### src/rtl/jtag_pkg.sv
// rtl/jtag_pkg.sv - TAP state encodings, instruction opcodes and DR select decode
package jtag_pkg;

    localparam logic [3:0] TEST_LOGIC_RESET = 4'hF;
    localparam logic [3:0] RUN_TEST_IDLE    = 4'hC;
    localparam logic [3:0] SELECT_DR        = 4'h7;
    localparam logic [3:0] CAPTURE_DR       = 4'h6;
    localparam logic [3:0] SHIFT_DR         = 4'h2;
    localparam logic [3:0] EXIT1_DR         = 4'h1;
    localparam logic [3:0] PAUSE_DR         = 4'h3;
    localparam logic [3:0] EXIT2_DR         = 4'h0;
    localparam logic [3:0] UPDATE_DR        = 4'h5;
    localparam logic [3:0] SELECT_IR        = 4'h4;
    localparam logic [3:0] CAPTURE_IR       = 4'hE;
    localparam logic [3:0] SHIFT_IR         = 4'hA;
    localparam logic [3:0] EXIT1_IR         = 4'h9;
    localparam logic [3:0] PAUSE_IR         = 4'hB;
    localparam logic [3:0] EXIT2_IR         = 4'h8;
    localparam logic [3:0] UPDATE_IR        = 4'hD;

    localparam logic [3:0] IDCODE  = 4'h1;
    localparam logic [3:0] USER_WR = 4'h2;
    localparam logic [3:0] USER_RD = 4'h3;
    localparam logic [3:0] BYPASS  = 4'hF;

    typedef enum logic [1:0] {
        DR_SEL_BYPASS,
        DR_SEL_IDCODE,
        DR_SEL_USER
    } dr_sel_e;

    // Unknown opcodes fall back to BYPASS so the chain length stays defined.
    function automatic dr_sel_e decode_dr(input logic [3:0] op);
        case (op)
            IDCODE:           return DR_SEL_IDCODE;
            USER_WR, USER_RD: return DR_SEL_USER;
            default:          return DR_SEL_BYPASS;
        endcase
    endfunction

endpackage

### src/rtl/jtag_shift_reg.sv
// rtl/jtag_shift_reg.sv - capture/shift register, shifts right with serial input at MSB
module jtag_shift_reg #(
    parameter int WIDTH = 4
) (
    input  logic             clk,
    input  logic             rst,
    input  logic             i_capture,
    input  logic             i_shift,
    input  logic             i_sdi,
    input  logic [WIDTH-1:0] i_cap_val,
    output logic             o_sdo,
    output logic [WIDTH-1:0] o_data
);

    logic [WIDTH-1:0] r_sr;

    always_ff @(posedge clk or posedge rst) begin
        if (rst) begin
            r_sr <= '0;
        end else if (i_capture) begin
            r_sr <= i_cap_val;
        end else if (i_shift) begin
            r_sr <= WIDTH'({i_sdi, r_sr} >> 1);
        end
    end

    assign o_sdo  = r_sr[0];
    assign o_data = r_sr;

endmodule

### src/rtl/jtag_reg_bank.sv
// rtl/jtag_reg_bank.sv - JTAG IR plus IDCODE/BYPASS/user DR bank driven by TAP state
module jtag_reg_bank
    import jtag_pkg::*;
#(
    parameter int              IR_W       = 4,
    parameter int              DR_W       = 32,
    parameter logic [31:0]     IDCODE_VAL = 32'h1234_5001,
    parameter logic [IR_W-1:0] IR_CAPTURE = 4'b0101
) (
    input  logic            TCK,
    input  logic            TRST,
    input  logic            TDI,
    input  logic [3:0]      state,
    input  logic [DR_W-1:0] user_din,
    output logic            TDO,
    output logic            TDO_EN,
    output logic [IR_W-1:0] ir,
    output logic [DR_W-1:0] user_dout,
    output logic            user_upd,
    output logic            user_cap
);

    logic [IR_W-1:0] r_ir;
    logic [DR_W-1:0] r_user_dout;
    logic            r_user_upd;
    logic            r_user_cap;
    logic            r_bypass;

    dr_sel_e         w_dr_sel;
    logic            w_cap_dr;
    logic            w_shift_dr;
    logic            w_ir_sdo;
    logic [IR_W-1:0] w_ir_sr;
    logic            w_idcode_sdo;
    logic [31:0]     w_idcode_data_unused;
    logic            w_user_sdo;
    logic [DR_W-1:0] w_user_sr;
    logic            w_tdo;

    // ir only changes at UPDATE_IR/TLR, so a DR scan always sees its capture-time select.
    assign w_dr_sel   = decode_dr(r_ir);
    assign w_cap_dr   = (state == CAPTURE_DR);
    assign w_shift_dr = (state == SHIFT_DR);

    jtag_shift_reg #(.WIDTH(IR_W)) u_ir_sr (
        .clk       (TCK),
        .rst       (TRST),
        .i_capture (state == CAPTURE_IR),
        .i_shift   (state == SHIFT_IR),
        .i_sdi     (TDI),
        .i_cap_val (IR_CAPTURE),
        .o_sdo     (w_ir_sdo),
        .o_data    (w_ir_sr)
    );

    jtag_shift_reg #(.WIDTH(32)) u_idcode_sr (
        .clk       (TCK),
        .rst       (TRST),
        .i_capture (w_cap_dr && (w_dr_sel == DR_SEL_IDCODE)),
        .i_shift   (w_shift_dr && (w_dr_sel == DR_SEL_IDCODE)),
        .i_sdi     (TDI),
        .i_cap_val (IDCODE_VAL),
        .o_sdo     (w_idcode_sdo),
        .o_data    (w_idcode_data_unused)
    );

    jtag_shift_reg #(.WIDTH(DR_W)) u_user_sr (
        .clk       (TCK),
        .rst       (TRST),
        .i_capture (w_cap_dr && (w_dr_sel == DR_SEL_USER)),
        .i_shift   (w_shift_dr && (w_dr_sel == DR_SEL_USER)),
        .i_sdi     (TDI),
        .i_cap_val (user_din),
        .o_sdo     (w_user_sdo),
        .o_data    (w_user_sr)
    );

    always_ff @(posedge TCK or posedge TRST) begin
        if (TRST) begin
            r_bypass <= 1'b0;
        end else if (w_dr_sel == DR_SEL_BYPASS) begin
            if (w_cap_dr) begin
                r_bypass <= 1'b0;
            end else if (w_shift_dr) begin
                r_bypass <= TDI;
            end
        end
    end

    always_ff @(posedge TCK or posedge TRST) begin
        if (TRST) begin
            r_ir        <= IDCODE;
            r_user_dout <= '0;
            r_user_upd  <= 1'b0;
            r_user_cap  <= 1'b0;
        end else begin
            r_user_cap <= w_cap_dr && (w_dr_sel == DR_SEL_USER);
            r_user_upd <= (state == UPDATE_DR) && (r_ir == USER_WR);
            if ((state == UPDATE_DR) && (r_ir == USER_WR)) begin
                r_user_dout <= w_user_sr;
            end
            if (state == TEST_LOGIC_RESET) begin
                r_ir <= IDCODE;
            end else if (state == UPDATE_IR) begin
                r_ir <= w_ir_sr;
            end
        end
    end

    always_comb begin
        w_tdo = 1'b0;
        if (state == SHIFT_IR) begin
            w_tdo = w_ir_sdo;
        end else if (state == SHIFT_DR) begin
            case (w_dr_sel)
                DR_SEL_IDCODE: w_tdo = w_idcode_sdo;
                DR_SEL_USER:   w_tdo = w_user_sdo;
                default:       w_tdo = r_bypass;
            endcase
        end
    end

    assign TDO       = w_tdo;
    assign TDO_EN    = (state == SHIFT_IR) || (state == SHIFT_DR);
    assign ir        = r_ir;
    assign user_dout = r_user_dout;
    assign user_upd  = r_user_upd;
    assign user_cap  = r_user_cap;

endmodule

### config.mk
export PLATFORM = sky130hd
export DESIGN_NAME = jtag_reg_bank
export DESIGN_NICKNAME = d
export VERILOG_FILES = /design/src/rtl/jtag_pkg.sv /design/src/rtl/jtag_shift_reg.sv /design/src/rtl/jtag_reg_bank.sv
export SDC_FILE = /design/constraint.sdc
export NUM_CORES = 1
export LEC_CHECK = 0
export CAP_MARGIN = 15
export CORE_UTILIZATION = 40
export CTS_CLUSTER_SIZE = 16
export DETAILED_ROUTE_END_ITERATION = 12
export RECOVER_POWER = 50
export SKIP_CTS_REPAIR_TIMING = 1
export SYNTH_ARGS = -nofsm -noshare
export SYNTH_HDL_FRONTEND = slang
export SYNTH_SLANG_ARGS = --single-unit
### constraint.sdc
create_clock -name TCK -period 4.65 [get_ports TCK]
set_clock_uncertainty 0.05 [all_clocks]
set_input_delay 0.93 -clock TCK [delete_from_list [all_inputs] [get_ports TCK]]
set_output_delay 0.93 -clock TCK [all_outputs]
set_load 0.005 [all_outputs]
==> results of run 1 <==
[final timing paths]
check / start / end / slack [ns] / cells past startpoint
max in group asynchronous: TRST / user_dout[16] / 1.29 / 2
worst min register to register: u_idcode_sr.o_data[18] / u_idcode_sr.o_data[18] / 0.44 / 2
worst max register to register: ir[0] / u_user_sr.o_data[9] / 2.00 / 6
worst min-delay path: u_idcode_sr.o_data[18] / u_idcode_sr.o_data[18] / 0.44 / 2
worst max-delay path: ir[0] / TDO / 0.57 / 7
min in group asynchronous: TRST / u_idcode_sr.o_data[3] / 1.83 / 2
[metal layers]
metal,up-vias,GRT usage (%)
met2,74,26.3
met4,0,5.08
met5,-,0
met3,7,5.23
li1,1587,-
met1,1612,23.6
[cell families (layout without fill, tap and decap cells)]
| kind of cell | Yosys count | in the layout | synth area share, % |
|---|---|---|---|
| AO/OA/AOI/OAI | 137 | 137 | 17.4 |
| flip-flops | 107 | 107 | 57.3 |
| AND/OR/NAND/NOR | 100 | 100 | 11.5 |
| buffers and inverters | 37 | 104 | 4.20 |
| multiplexers | 34 | 34 | 8.83 |
| adder cells (fa/ha/maj) | 3 | 3 | 0.802 |
[state kept, by name, indices dropped and copies added, names as in the netlist]
name,flops
u_idcode_sr.o_data,32
u_user_sr.o_data,32
user_dout,32
ir,4
u_ir_sr.o_data,4
r_bypass,1
user_cap,1
user_upd,1
[synthesized netlist by cell type, types with 7 or more instances]
master,n,area [sq um]
buf_2,7,35.0
mux2_4,8,120
nand2_1,41,154
o2bb2ai_1,32,280
mux2_1,13,146
a21oi_1,32,160
dfrtp_1,106,2650
mux2_2,13,146
clkbuf_1,20,75.1
nand2b_1,28,175
o21ai_0,69,345
nor2_1,14,52.6
[power breakdown]
part	switching, mW	total [mW]	internal, mW
clock network	0.336	0.744	0.408
registers	0.0482	1.06	1.01
logic	0.110	0.211	0.102
[metrics by stage]
step	utilization, %	std cells
2_1_floorplan	-	418
3_3_place_gp	48.4	612
3_5_place_dp	48.4	612
4_1_cts	50.9	628
5_1_grt	50.9	628
6_report	50.9	628
[worst reg2reg max path: stages, from the launching register on]
cell and delay (ns):
dfstp_2 0.57, or4b_2 0.65, ha_1 0.24, buf_4 0.26, and4bb_2 0.50, o21ai_0 0.21, o2bb2ai_1 0.08
[cell type report]
cell class	instances	area, sq um
Clock buffer	13	270
Clock inverter	3	21.3
Fill cell	1067	5600
Inverter	3	11.3
Multi-Input combinational cell	274	1810
Sequential cell	107	2680
Tap cell	143	179
Timing Repair Buffer	85	846
==> reports/qor.txt, run 1 <==
run status -> finished, violations left
failing checks -> capacitance limit, slew limit
slowest stage delay, CP -> 0.65 ns
vias in the first global route -> 3194
Setup WS post-layout -> 0.570 ns
Cell Pwr Density -> 346 nW/um^2
Synth Register Bits -> 107
router iterations before antenna repair -> 6
Most used DFF post-synth -> dfrtp_1
Placement Setup Slack -> 0.946 ns
Slew HR -> -64.3%
Chip Width -> 110 microns
Post-Place Cell Area -> 5530 sq um
CTS tree -> yes
Post-synth ARST share -> 100%
Critical Path AT -> 3.10 ns
startpoint types -> flip-flop
Req. time, crit path -> 3.67 ns
nets -> 522
H-tree levels -> 3
1st-iter DRT viols -> 166
Worst path slowest cell -> or4b_2
Min Clock Period, post-route -> 4.08 ns
synth unique cells -> 34
max-slew violation count -> 63
clock latency on the worst-skew pair -> 0.35 ns
top layer in use -> met4
total negative slack -> 0 ns
drt drc -> 0
commonest non-fill, non-tap cell in the layout -> dfrtp_1
Std-Cell Rows -> 39
final hold slack -> 0.436 ns
I/O Buffers -> 78
Fmax -> 245 MHz
met3 WL -> 487 microns
Die Ht -> 110 microns
Leak -> 2.57 nW
Post-Syn Area per Cell -> 11.2 sq um
PnR Total Power -> 2.01 mW
clock tree buffer depth -> 2
GRT Residual Overflow -> 0
ant diodes -> 0
WL met1 -> 4660 microns
clock slew at reported path FFs -> 0.07 ns
yosys synthesis warning count -> 0
crit share post-route -> 87.7%
Worst-Margin Slew -> 2.46 ns
sequential area share after synthesis -> 57.3%
peak supply drop -> 0.201 mV
met2 wire len -> 4400 microns
CTS Buf Count -> 9
Post-synth EDFFs -> 0
crit path max fanout -> 36
CP endpoint kind -> primary output
Critical Path, Cell by Cell -> or4b_2 > ha_1 > buf_4 > a221oi_1 > o31a_1 > nor3_1 > clkdlybuf4s50_1
routed len/inst -> 15.4 microns
final instance area -> 5810 sq um
worst min path class -> flip-flop to flip-flop
Syn Nets -> 460
max-cap violations -> 1
Final HPWL DP -> 5950 microns
Placer Congestion -> 0.844
most frequent cells in the layout -> 106 x dfrtp_1, 69 x o21ai_0, 57 x clkdlybuf4s50_1
endpoints failing hold -> 0
layout cells sized above 1 -> 10.5%
area grow syn2layout -> 24.3%
vias per cell -> 5.22
Cells after Synth -> 418
GRT Overall Usage -> 17.2%
via count -> 3280
initial core utilization -> 41.0%
Mapped Area -> 4680 sq um
Final setup viols -> 0
Core ar. -> 11400 sq um
WP buf/inv -> 2
largest net degree at the start of global routing -> 65
initial antenna violation count -> 0
final WL -> 9650 microns
number of I/O pins -> 79
antenna viol nets, final -> 0
RSZ-0062 raised after global routing -> no
first-pass GRT wire length -> 15800 microns
Die ar. -> 12100 sq um
Crit path max-delay family -> buffers and inverters
CP Class -> flip-flop to primary output
clk sinks -> 107
Root Driver -> clkbuf_16
No activity file was read; power rests on OpenSTA's default activity.
==> inputs of run 2 (changes only) <==
clock period = 4.3 ns   (was 4.65 ns; I/O delays follow)
==> reports/qor.txt, run 2 (same netlist as run 1, synthesis figures left out) <==
max-slew violation count -> 67 (was 63)
Leak -> 2.55 nW (was 2.57 nW)
vias per cell -> 5.29 (was 5.22)
commonest non-fill, non-tap cell in the layout -> dfrtp_1 (unchanged)
FILL cells -> 1031 (was 1067)
Hold EP -> u_idcode_sr.o_data[9] (was u_idcode_sr.o_data[18])
failing checks -> capacitance limit, slew limit (unchanged)
max-cap violations -> 1 (unchanged)
slowest stage delay, CP -> 0.64 ns (was 0.65 ns)
crit path max fanout -> 5 (was 36)
clock tree buffer depth -> 2 (unchanged)
via count -> 3329 (was 3280)
initial antenna violation count -> 0 (unchanged)
startpoint types -> flip-flop (unchanged)
drt drc -> 0 (unchanged)
Gate power share -> 10.3% (was 10.5%)
RSZ-0062 raised after global routing -> no (unchanged)
router iterations before antenna repair -> 4 (was 6)
GRT Overall Usage -> 17.8% (was 17.2%)
final instance area -> 5820 sq um (was 5810 sq um)
clock latency on the worst-skew pair -> 0.34 ns (was 0.35 ns)
initial core utilization -> 41.0% (unchanged)
Worst R2R Setup Slack -> 1.62 ns (was 2.00 ns)
Die ar. -> 12100 sq um (unchanged)
clock share of power -> 37.8% (was 37.0%)
CP endpoint kind -> primary output (unchanged)
nets -> 523 (was 522)
1st-iter DRT viols -> 196 (was 166)
run status -> finished, violations left (unchanged)
endpoints failing hold -> 0 (unchanged)
Final HPWL DP -> 6280 microns (was 5950 microns)
I/O Buffers -> 78 (unchanged)
antenna viol nets, final -> 0 (unchanged)
H-tree levels -> 3 (unchanged)
CTS tree -> yes (unchanged)
total negative slack -> 0 ns (unchanged)
Slew HR -> -66.3% (was -64.3%)
CP Class -> flip-flop to primary output (unchanged)
clock slew at reported path FFs -> 0.07 ns (about the same)
Worst path slowest cell -> or4b_2 (unchanged)
worst hold start -> u_idcode_sr.o_data[9] (was u_idcode_sr.o_data[18])
Fmax -> 260 MHz
Chip Width -> 110 microns (unchanged)
Placer Congestion -> 0.800 (was 0.844)
peak supply drop -> 0.233 mV (was 0.201 mV)
largest net degree at the start of global routing -> 67 (was 65)
Core ar. -> 11400 sq um (unchanged)
CTS Buf Count -> 9 (unchanged)
GRT Residual Overflow -> 0 (unchanged)
most frequent cells in the layout -> 106 x dfrtp_1, 69 x o21ai_0, 64 x clkdlybuf4s50_1 (was 106 x dfrtp_1, 69 x o21ai_0, 57 x clkdlybuf4s50_1)
Final setup viols -> 0 (unchanged)
R2R Path End -> u_user_sr.o_data[26] (was u_user_sr.o_data[9])
routed len/inst -> 15.9 microns (was 15.4 microns)
Hold Path Stages -> 2 (unchanged)
worst min path class -> flip-flop to flip-flop (unchanged)
Std-Cell Rows -> 39 (unchanged)
Post-Place Cell Area -> 5520 sq um (was 5530 sq um)
r2r worst-path depth -> 6 (unchanged)
number of I/O pins -> 79 (unchanged)
crit share post-route -> 89.6%
vias in the first global route -> 3234 (was 3194)
Root Driver -> clkbuf_16 (unchanged)
switching share of total power -> 23.8% (was 24.5%)
Cell Pwr Density -> 379 nW/um^2 (was 346 nW/um^2)
area grow syn2layout -> 24.4% (was 24.3%)
final WL -> 10000 microns (was 9650 microns)
Sw Pwr -> 525 uW (was 494 uW)
layout cells sized above 1 -> 10.7% (was 10.5%)
Die Ht -> 110 microns (unchanged)
Min Clock Period, post-route -> 3.85 ns
P_int -> 1.68 mW (was 1.52 mW)
Req. time, crit path -> 3.39 ns (was 3.67 ns)
Critical Path AT -> 2.94 ns (was 3.10 ns)
clk sinks -> 107 (unchanged)
first-pass GRT wire length -> 16400 microns (was 15800 microns)
Critical Path, Cell by Cell -> or4b_2 > ha_1 > nor2b_1 > o31a_1 > nor3_1 > clkdlybuf4s50_1 (was or4b_2 > ha_1 > buf_4 > a221oi_1 > o31a_1 > nor3_1 > clkdlybuf4s50_1)
Critical R2R Launch -> ir[0] (unchanged)
ant diodes -> 0 (unchanged)
part of the power in registers -> 51.9% (was 52.5%)
Worst-Margin Slew -> 2.49 ns (was 2.46 ns)
[run 2: power by group through the flow]
stage	clock (mW)	combinational, mW	sequential [mW]
2_1_floorplan	0	0.146	1.15
3_3_place_gp	0	0.226	1.16
3_5_place_dp	0	0.233	1.17
4_1_cts	0.860	0.235	1.15
5_1_grt	0.894	0.268	1.15
6_report	0.834	0.228	1.15
[run 2: worst max-delay path by stage]
stage,from,end
3_5_place_dp,ir[0],TDO
2_1_floorplan,TRST,ir[1]
5_1_grt,ir[0],TDO
4_1_cts,ir[0],TDO
3_3_place_gp,ir[0],TDO
6_report,ir[0],TDO
[run 2: stage by stage]
step | setup slack [ns] | instances | utilization (%) | hold WS, ns | power, mW
2_1_floorplan | 0.574 | 418 | - | 0.401 | 1.30
4_1_cts | 0.431 | 629 | 51.0 | 0.438 | 2.24
3_3_place_gp | 0.864 | 613 | 48.3 | 0.412 | 1.39
3_5_place_dp | 0.814 | 613 | 48.3 | 0.422 | 1.40
5_1_grt | 0.329 | 629 | 51.0 | 0.450 | 2.32
6_report | 0.447 | 629 | 51.0 | 0.432 | 2.21
[run 2: routing by layer]
| layer | GRT usage, % | vias to the layer above | wire length, microns |
|---|---|---|---|
| met5 | 0 | - | 0 |
| met4 | 6.11 | 0 | 169 |
| met3 | 4.23 | 11 | 344 |
| met2 | 26.9 | 73 | 4640 |
| met1 | 25.1 | 1657 | 4870 |
| li1 | - | 1588 | - |
[run 2: final cells by class]
type	instances	area [sq um]	area share, %
Clock inverter	4	48.8	0.838
Tap cell	143	179	3.07
Timing Repair Buffer	86	838	14.4
Multi-Input combinational cell	274	1810	31.1
Clock buffer	12	256	4.41
Inverter	3	11.3	0.193
Sequential cell	107	2680	46.0
[run 2: worst max-delay path, delay by kind of cell (launching register included)]
kind,cells,cell delay [ns]
and+or+nand+nor,3,0.92
DFF,1,0.58
buffers and inverters,1,0.53
adders and majority gates,1,0.33
AOI/OAI and AO/OA,1,0.24
==> inputs of run 3 (changes only) <==
SKIP_LAST_GASP = 1   (was default)
==> results of run 3 <==
The final DEF is identical to that of run 2; final timing and power are the same.
